[config.mk]
export PLATFORM = sky130hd
export DESIGN_NAME = mem_access_unit
export DESIGN_NICKNAME = d
export VERILOG_FILES = /design/src/rtl/mem_pkg.sv /design/src/rtl/store_merge.sv /design/src/rtl/mem_access_unit.sv
export SDC_FILE = /design/constraint.sdc
export NUM_CORES = 1
export LEC_CHECK = 0
export ABC_AREA = 1
export BUFFER_PORTS_ARGS = -buffer_cell sky130_fd_sc_hd__buf_2
export CAP_MARGIN = 40
export CORE_MARGIN = 2
export CORE_UTILIZATION = 35
export CTS_CLUSTER_DIAMETER = 60
export DETAILED_ROUTE_END_ITERATION = 10
export PLACE_DENSITY = 0.7
export SKIP_LAST_GASP = 1
export SLEW_MARGIN = 20
export SYNTH_ARGS = -nofsm -noshare
export SYNTH_HDL_FRONTEND = slang
export SYNTH_SLANG_ARGS = --single-unit
[constraint.sdc]
create_clock -name clk -period 2.89 [get_ports clk]
set_input_delay 0.578 -clock clk [delete_from_list [all_inputs] [get_ports clk]]
set_output_delay 0.578 -clock clk [all_outputs]
set_load 0.1 [all_outputs]
[src/rtl/mem_pkg.sv]
// Shared encodings and lane arithmetic for the MEM-stage load/store unit.
package mem_pkg;

   localparam logic [1:0] SZ_BYTE = 2'b00;
   localparam logic [1:0] SZ_HALF = 2'b01;
   localparam logic [1:0] SZ_WORD = 2'b10;
   localparam logic [1:0] SZ_RSVD = 2'b11;

   typedef enum logic {ST_IDLE, ST_RMW_WR} state_e;

   // Bit offset of the addressed byte/half lane inside the 32-bit word; 0 for word/reserved.
   function automatic logic [4:0] lane_shift(input logic [1:0] size,
                                             input logic [1:0] a,
                                             input logic       big_endian);
      logic [4:0] sh;
      sh = '0;
      case (size)
         SZ_BYTE: sh = big_endian ? {~a, 3'b000} : {a, 3'b000};
         SZ_HALF: sh = {(big_endian ? ~a[1] : a[1]), 4'b0000};
         default: sh = '0;
      endcase
      return sh;
   endfunction

endpackage

[src/rtl/store_merge.sv]
// Combinational lane insert: replaces the addressed byte/half of a word with new store data.
module store_merge
   import mem_pkg::*;
#(
   parameter bit BIG_ENDIAN = 1'b0
) (
   input  logic [31:0] old_word_i,
   input  logic [31:0] new_data_i,
   input  logic [1:0]  size_i,
   input  logic [1:0]  a_i,
   output logic [31:0] merged_o
);

   logic [4:0]  shift;
   logic [31:0] lane_mask;
   logic [31:0] new_lane;

   always_comb begin
      shift = lane_shift(size_i, a_i, BIG_ENDIAN);
      case (size_i)
         SZ_BYTE: begin
            lane_mask = 32'h0000_00FF;
            new_lane  = {24'b0, new_data_i[7:0]};
         end
         SZ_HALF: begin
            lane_mask = 32'h0000_FFFF;
            new_lane  = {16'b0, new_data_i[15:0]};
         end
         default: begin
            lane_mask = 32'hFFFF_FFFF;
            new_lane  = new_data_i;
         end
      endcase
      merged_o = (old_word_i & ~(lane_mask << shift)) | (new_lane << shift);
   end

endmodule

[src/rtl/mem_access_unit.sv]
// MEM-stage load/store unit: extended sub-word loads, word stores, and two-cycle RMW for
// byte/half stores against a word-wide data memory.
module mem_access_unit
   import mem_pkg::*;
#(
   parameter int unsigned ADDR_W     = 6,
   parameter bit          BIG_ENDIAN = 1'b0
) (
   input  logic              clk,
   input  logic              rst,
   input  logic              req_valid,
   input  logic              req_we,
   input  logic [1:0]        req_size,
   input  logic              req_unsigned,
   input  logic [31:0]       req_addr,
   input  logic [31:0]       req_wdata,
   output logic [31:0]       rdata,
   output logic              stall,
   output logic              misalign,
   output logic              dm_we,
   output logic [ADDR_W-1:0] dm_a,
   output logic [31:0]       dm_d,
   input  logic [31:0]       dm_q
);

   state_e      state_q, state_d;
   logic [31:0] merge_q, merge_d;
   logic [31:0] merged;
   logic [31:0] lane;
   logic        mis_raw;
   logic        unused_addr;

   assign dm_a        = req_addr[ADDR_W+1:2];
   assign unused_addr = ^req_addr[31:ADDR_W+2];

   store_merge #(
      .BIG_ENDIAN(BIG_ENDIAN)
   ) u_store_merge (
      .old_word_i(dm_q),
      .new_data_i(req_wdata),
      .size_i    (req_size),
      .a_i       (req_addr[1:0]),
      .merged_o  (merged)
   );

   always_comb begin
      mis_raw = (req_size == SZ_RSVD)
              | ((req_size == SZ_HALF) & req_addr[0])
              | ((req_size == SZ_WORD) & (req_addr[1:0] != 2'b00));
      misalign = ~rst & req_valid & mis_raw;
   end

   // Load extraction mirrors the store_merge lane selection.
   always_comb begin
      lane = dm_q >> lane_shift(req_size, req_addr[1:0], BIG_ENDIAN);
      case (req_size)
         SZ_BYTE: rdata = {{24{~req_unsigned & lane[7]}}, lane[7:0]};
         SZ_HALF: rdata = {{16{~req_unsigned & lane[15]}}, lane[15:0]};
         default: rdata = dm_q;
      endcase
   end

   always_comb begin
      state_d = state_q;
      merge_d = merge_q;
      stall   = 1'b0;
      dm_we   = 1'b0;
      dm_d    = req_wdata;
      unique case (state_q)
         ST_IDLE: begin
            if (req_valid && req_we && !mis_raw) begin
               if (req_size == SZ_WORD) begin
                  dm_we = 1'b1;
               end else begin
                  stall   = 1'b1;
                  merge_d = merged;
                  state_d = ST_RMW_WR;
               end
            end
         end
         ST_RMW_WR: begin
            dm_we   = 1'b1;
            dm_d    = merge_q;
            state_d = ST_IDLE;
         end
         default: state_d = ST_IDLE;
      endcase
      // Reset wins over any pending RMW write-back.
      if (rst) begin
         stall   = 1'b0;
         dm_we   = 1'b0;
         state_d = ST_IDLE;
         merge_d = '0;
      end
   end

   always_ff @(posedge clk) begin
      if (rst) begin
         state_q <= ST_IDLE;
         merge_q <= '0;
      end else begin
         state_q <= state_d;
         merge_q <= merge_d;
      end
   end

endmodule

==> flow_results.org <==
** Hold path
- The startpoint identified for the worst hold timing path is merge_q[3].
- Hold crit path type :: reg2reg

** Place
- IO buf count :: 139
- Post-detail-place hpwl :: 9.416 mm
- Area after detailed placement :: 0.004855 mm^2
- Setup slack after placement :: 142.3 ps
- Final weighted congestion in routability-driven placement :: 0.9273
- Once placement completed, the tool counted placed cells totaling 844.

** Routing
- Wirelength per Cell :: 14.13 um
- Number of DRC violations after detailed-routing iteration 0 :: 437
- The pre-antenna-repair detailed-routing pass consisted of 7 iterations.
- In this run the remaining antenna-violating nets after routing total 0.
- The routed layout has 4,289 vias.
- Average vias per placed instance :: 5.034
- The final layout contains routed wiring with a total length of 12.04 mm.
- In the routed design, unresolved DRC markers number 0.

** Final layout
- Fillers :: 943
- Layout cells sized above 1 :: 25.10%
- Final design instance area without fill :: 0.004949 mm^2
- The number of antenna diodes in the final layout is 0.
- Post-synthesis to final-layout area growth :: 50.95%
- In the final layout, flip-flops and latches occupy 660.6 um^2.
- Net count reported at finish :: 843
- Post-route core utilization :: 54.07%
- Footprint of the multi-input gates :: 0.002103 mm^2
- Final standard cell count with taps included and fillers excluded :: 852

** Synthesis
- After synthesis the netlist holds a flip-flop and latch count of 33.
- The cell count after synthesis came out at 625.
- Post-synth cell types :: 26
- YS warnings :: 0
- Of all cell types, the one taking the most synthesized area is sky130_fd_sc_hd__nand2_1.
- Post-synthesis net count :: 728
- The synthesized design devotes to its leading area cell type 30.69% of total area.
- Cell types with the largest area share after synthesis :: sky130_fd_sc_hd__nand2_1 (31%), sky130_fd_sc_hd__dfxtp_1 (20%), sky130_fd_sc_hd__nand3_1 (13%), sky130_fd_sc_hd__inv_1 (7.3%), sky130_fd_sc_hd__nor2_1 (6.1%)
- Share of flip-flops with an asynchronous set or reset after synthesis :: 0%
- sky130_fd_sc_hd__nand2_1 is the most common cell in the netlist.
- After synthesis the cells add up to 0.003278 mm^2.
- The most used flip-flop cell after synthesis is sky130_fd_sc_hd__dfxtp_1.
- Synth top cells by count :: sky130_fd_sc_hd__nand2_1 (268), sky130_fd_sc_hd__nand3_1 (85), sky130_fd_sc_hd__inv_1 (64), sky130_fd_sc_hd__nor2_1 (53), sky130_fd_sc_hd__dfxtp_1 (33)
- After synthesis, the mean cell area works out to 5.245 um^2.
- Number of flops mapped to enable cells by yosys :: 0
- Summing the sequential cell areas from Yosys gives 20.15% of the chip area.

** Floorplan
- Die H :: 100.8 um
- Starting Density :: 35.82%
- Core ar. :: 0.009153 mm^2
- Die outline width :: 100.8 um
- Die ar. :: 0.01016 mm^2
- Number of I/O pins :: 176
- Number of rows created at floorplan :: 35

** Global route
- For this run, global-route usage on met3 was measured as 4.438%.
- Gr busiest metal :: met2
- Across every metal layer, demand over resource in global routing totals 23.45%.
- Initial antenna violation count :: 0
- In the global route stage, met2 resource usage came out at 40.00%.
- Largest net degree at the start of global routing :: 59
- Number of global-route vias before repair :: 3,849
- GR Util met1 :: 30.21%
- After global routing the overflow that remains totals 0.
- First-pass GRT wire length :: 18.89 mm

** CTS
- The clock reaches the later pin of the worst-skew pair after 290 ps.
- Num CTS Buffers :: 5
- Root buf cell :: sky130_fd_sc_hd__clkbuf_8
- Clock-pin slew was measured on the worst setup and hold paths at 70 ps.
- Clock tree from TritonCTS :: yes
- The clock passes through at most 2 buffers.
- The clock net in this run drives a total of 33 sinks.
- H-tree depth :: 2

** STA
- After layout, the worst setup slack is 267.3 ps.
- RSZ-0062 raised after global routing :: false
- Setup violations remaining at the end of the flow were counted as 0.
- Max Slew Vio Count :: 0
- Minimum clock period after layout :: 2623 ps
- Worst clock skew :: 7.322 ps
- At the pin with the least slew margin, the transition time is 485.6 ps.
- Across all hold checks on the routed design, the worst slack comes to 512.0 ps.
- The final number of hold-violating endpoints was 0.
- Of the available clock period, the critical path in the final layout requires 90.75%.
- In this run the tightest slew margin relative to its limit is 67.85%.
- Max frequency :: 0.3813 GHz

** Critical path
- The largest single stage delay on the critical path is 280 ps.
- The number of buffers and inverters on the critical path is 2.
- Tracing the worst setup path back leads to its startpoint at req_addr[0].
- Worst EP arrival :: 2040 ps
- Peak fanout along the critical path :: 24
- Setup crit start kind :: input pin
- The setup check on the worst reg-to-reg path leaves a slack of 1380 ps.
- Slowest stage cell, crit path :: sky130_fd_sc_hd__nand3_4
- Most frequent cell on the critical path :: sky130_fd_sc_hd__nand3_1
- Walking the worst path, the cells encountered are buf_2 -> nand2_2 -> nand2_1 -> nand3_1 -> nand3_4 -> nand3_1 -> buf_12.
- Broken down by cell family, the worst path's largest delay share belongs to simple AND/OR/NAND/NOR gates.
- Kind of end point of the critical path :: primary output
- Worst Path Required :: 2310 ps
- The critical path is of the in2out type.
- The worst register-to-register path begins at state_q.

** Power
- Across the VDD grid, the largest voltage drop is 214.3 uV.
- Leak pwr :: 2.685 nW
- For this design the ratio of total power to cell area is 428.0 mW/mm^2.
- P_int :: 1.042 mW
- Net switching fraction of the power :: 50.79%
- Clock Power Share :: 16.6%
- Flop pwr share :: 22.8%
- Part of the total power dissipated in combinational logic :: 60.6%
- The analysis attributes to net switching a power of 1.076 mW.

** Run
- Max-cap violations in this run came to 0.

** Status
- The flow ran to the end, and the final reports show no timing, DRC or antenna violations.
power by group through the flow:
stage	logic, mW	clock network (mW)	registers, mW
detailed placement	1.28	0	0.494
CTS	1.28	0.360	0.484
floorplan	0.860	0	0.493
finish	1.28	0.351	0.484
global placement	1.27	0	0.493
global route	1.34	0.376	0.485
cell usage in the layout (no fill, tap or decap):
cell | netlist | routed
sky130_fd_sc_hd__o21ai_1 | 0 | 22
sky130_fd_sc_hd__clkbuf_8 | 0 | 5
sky130_fd_sc_hd__nand2_2 | 5 | 5
sky130_fd_sc_hd__buf_12 | 0 | 60
sky130_fd_sc_hd__inv_2 | 4 | 4
sky130_fd_sc_hd__nor2_4 | 1 | 1
sky130_fd_sc_hd__inv_1 | 64 | 64
sky130_fd_sc_hd__o211ai_1 | 2 | 2
sky130_fd_sc_hd__nand3_4 | 0 | 1
sky130_fd_sc_hd__inv_4 | 2 | 2
sky130_fd_sc_hd__o21ai_0 | 32 | 10
sky130_fd_sc_hd__nand2_1 | 268 | 268
sky130_fd_sc_hd__dfxtp_1 | 33 | 33
sky130_fd_sc_hd__clkinvlp_4 | 0 | 1
sky130_fd_sc_hd__clkinv_2 | 0 | 2
sky130_fd_sc_hd__nand4_4 | 1 | 1
sky130_fd_sc_hd__a211oi_2 | 0 | 1
sky130_fd_sc_hd__a21oi_1 | 18 | 13
sky130_fd_sc_hd__nand2_8 | 1 | 1
sky130_fd_sc_hd__and2_1 | 1 | 1
sky130_fd_sc_hd__nand3_2 | 3 | 2
sky130_fd_sc_hd__o22ai_1 | 5 | 5
sky130_fd_sc_hd__buf_2 | 13 | 80
sky130_fd_sc_hd__buf_4 | 12 | 12
sky130_fd_sc_hd__a21oi_2 | 1 | 6
sky130_fd_sc_hd__nor2_1 | 53 | 52
sky130_fd_sc_hd__nand3_1 | 85 | 85
sky130_fd_sc_hd__nor2_2 | 1 | 2
logic make-up after synthesis:
logic type | synth area share, %
flops | 20.15
buf+inv | 16.72
compound gates | 9.542
simple gates | 53.59
what timing repair did:
action	in CTS	in global routing
setup endpoints to repair	0	8
hold buffers	0	0
setup buffers	0	0
resized for setup	0	1
worst register-to-register path, delay by kind of cell, from the launching register on:
kind                   cells  cell delay [ps]
AO/OA/AOI/OAI              1              210
AND/OR/NAND/NOR            4              330
buffers and inverters      3              570
flip-flops                 1              310
registers in the layout, summed over array words and instances, names as in the netlist:
name     flops
merge_q     32
state_q      1
cell type report:
type / instances / area share [%]
flip-flops and latches: 33 / 13.35
multi-input cells: 478 / 42.50
repair buffers: 152 / 34.18
clock buffers: 5 / 1.391
inverters: 70 / 5.411
well taps: 111 / 2.807
clock inverters: 3 / 0.3540
path summary, 6_finish.rpt:
kind                                   end  depth (start not counted)
worst min register to register  merge_q[3]                          4
worst max register to register  merge_q[6]                          8
worst max-delay path              rdata[9]                          7
worst min-delay path            merge_q[3]                          4
metrics by stage:
stage	power [mW]	setup TNS (ps)
after global routing	2.202	0
after detailed placement	1.770	0
after floorplan	1.353	-5095
after CTS	2.122	0
after global placement	1.765	0
final	2.118	0
layer usage:
| layer | vias up | part of all wire, % |
|---|---|---|
| li1 | 2157 | - |
| met1 | 1920 | 42 |
| met2 | 195 | 47 |
| met3 | 17 | 8.8 |
| met4 | 0 | 1.6 |
| met5 | - | 0 |
Power figures use the tool's default switching activity.
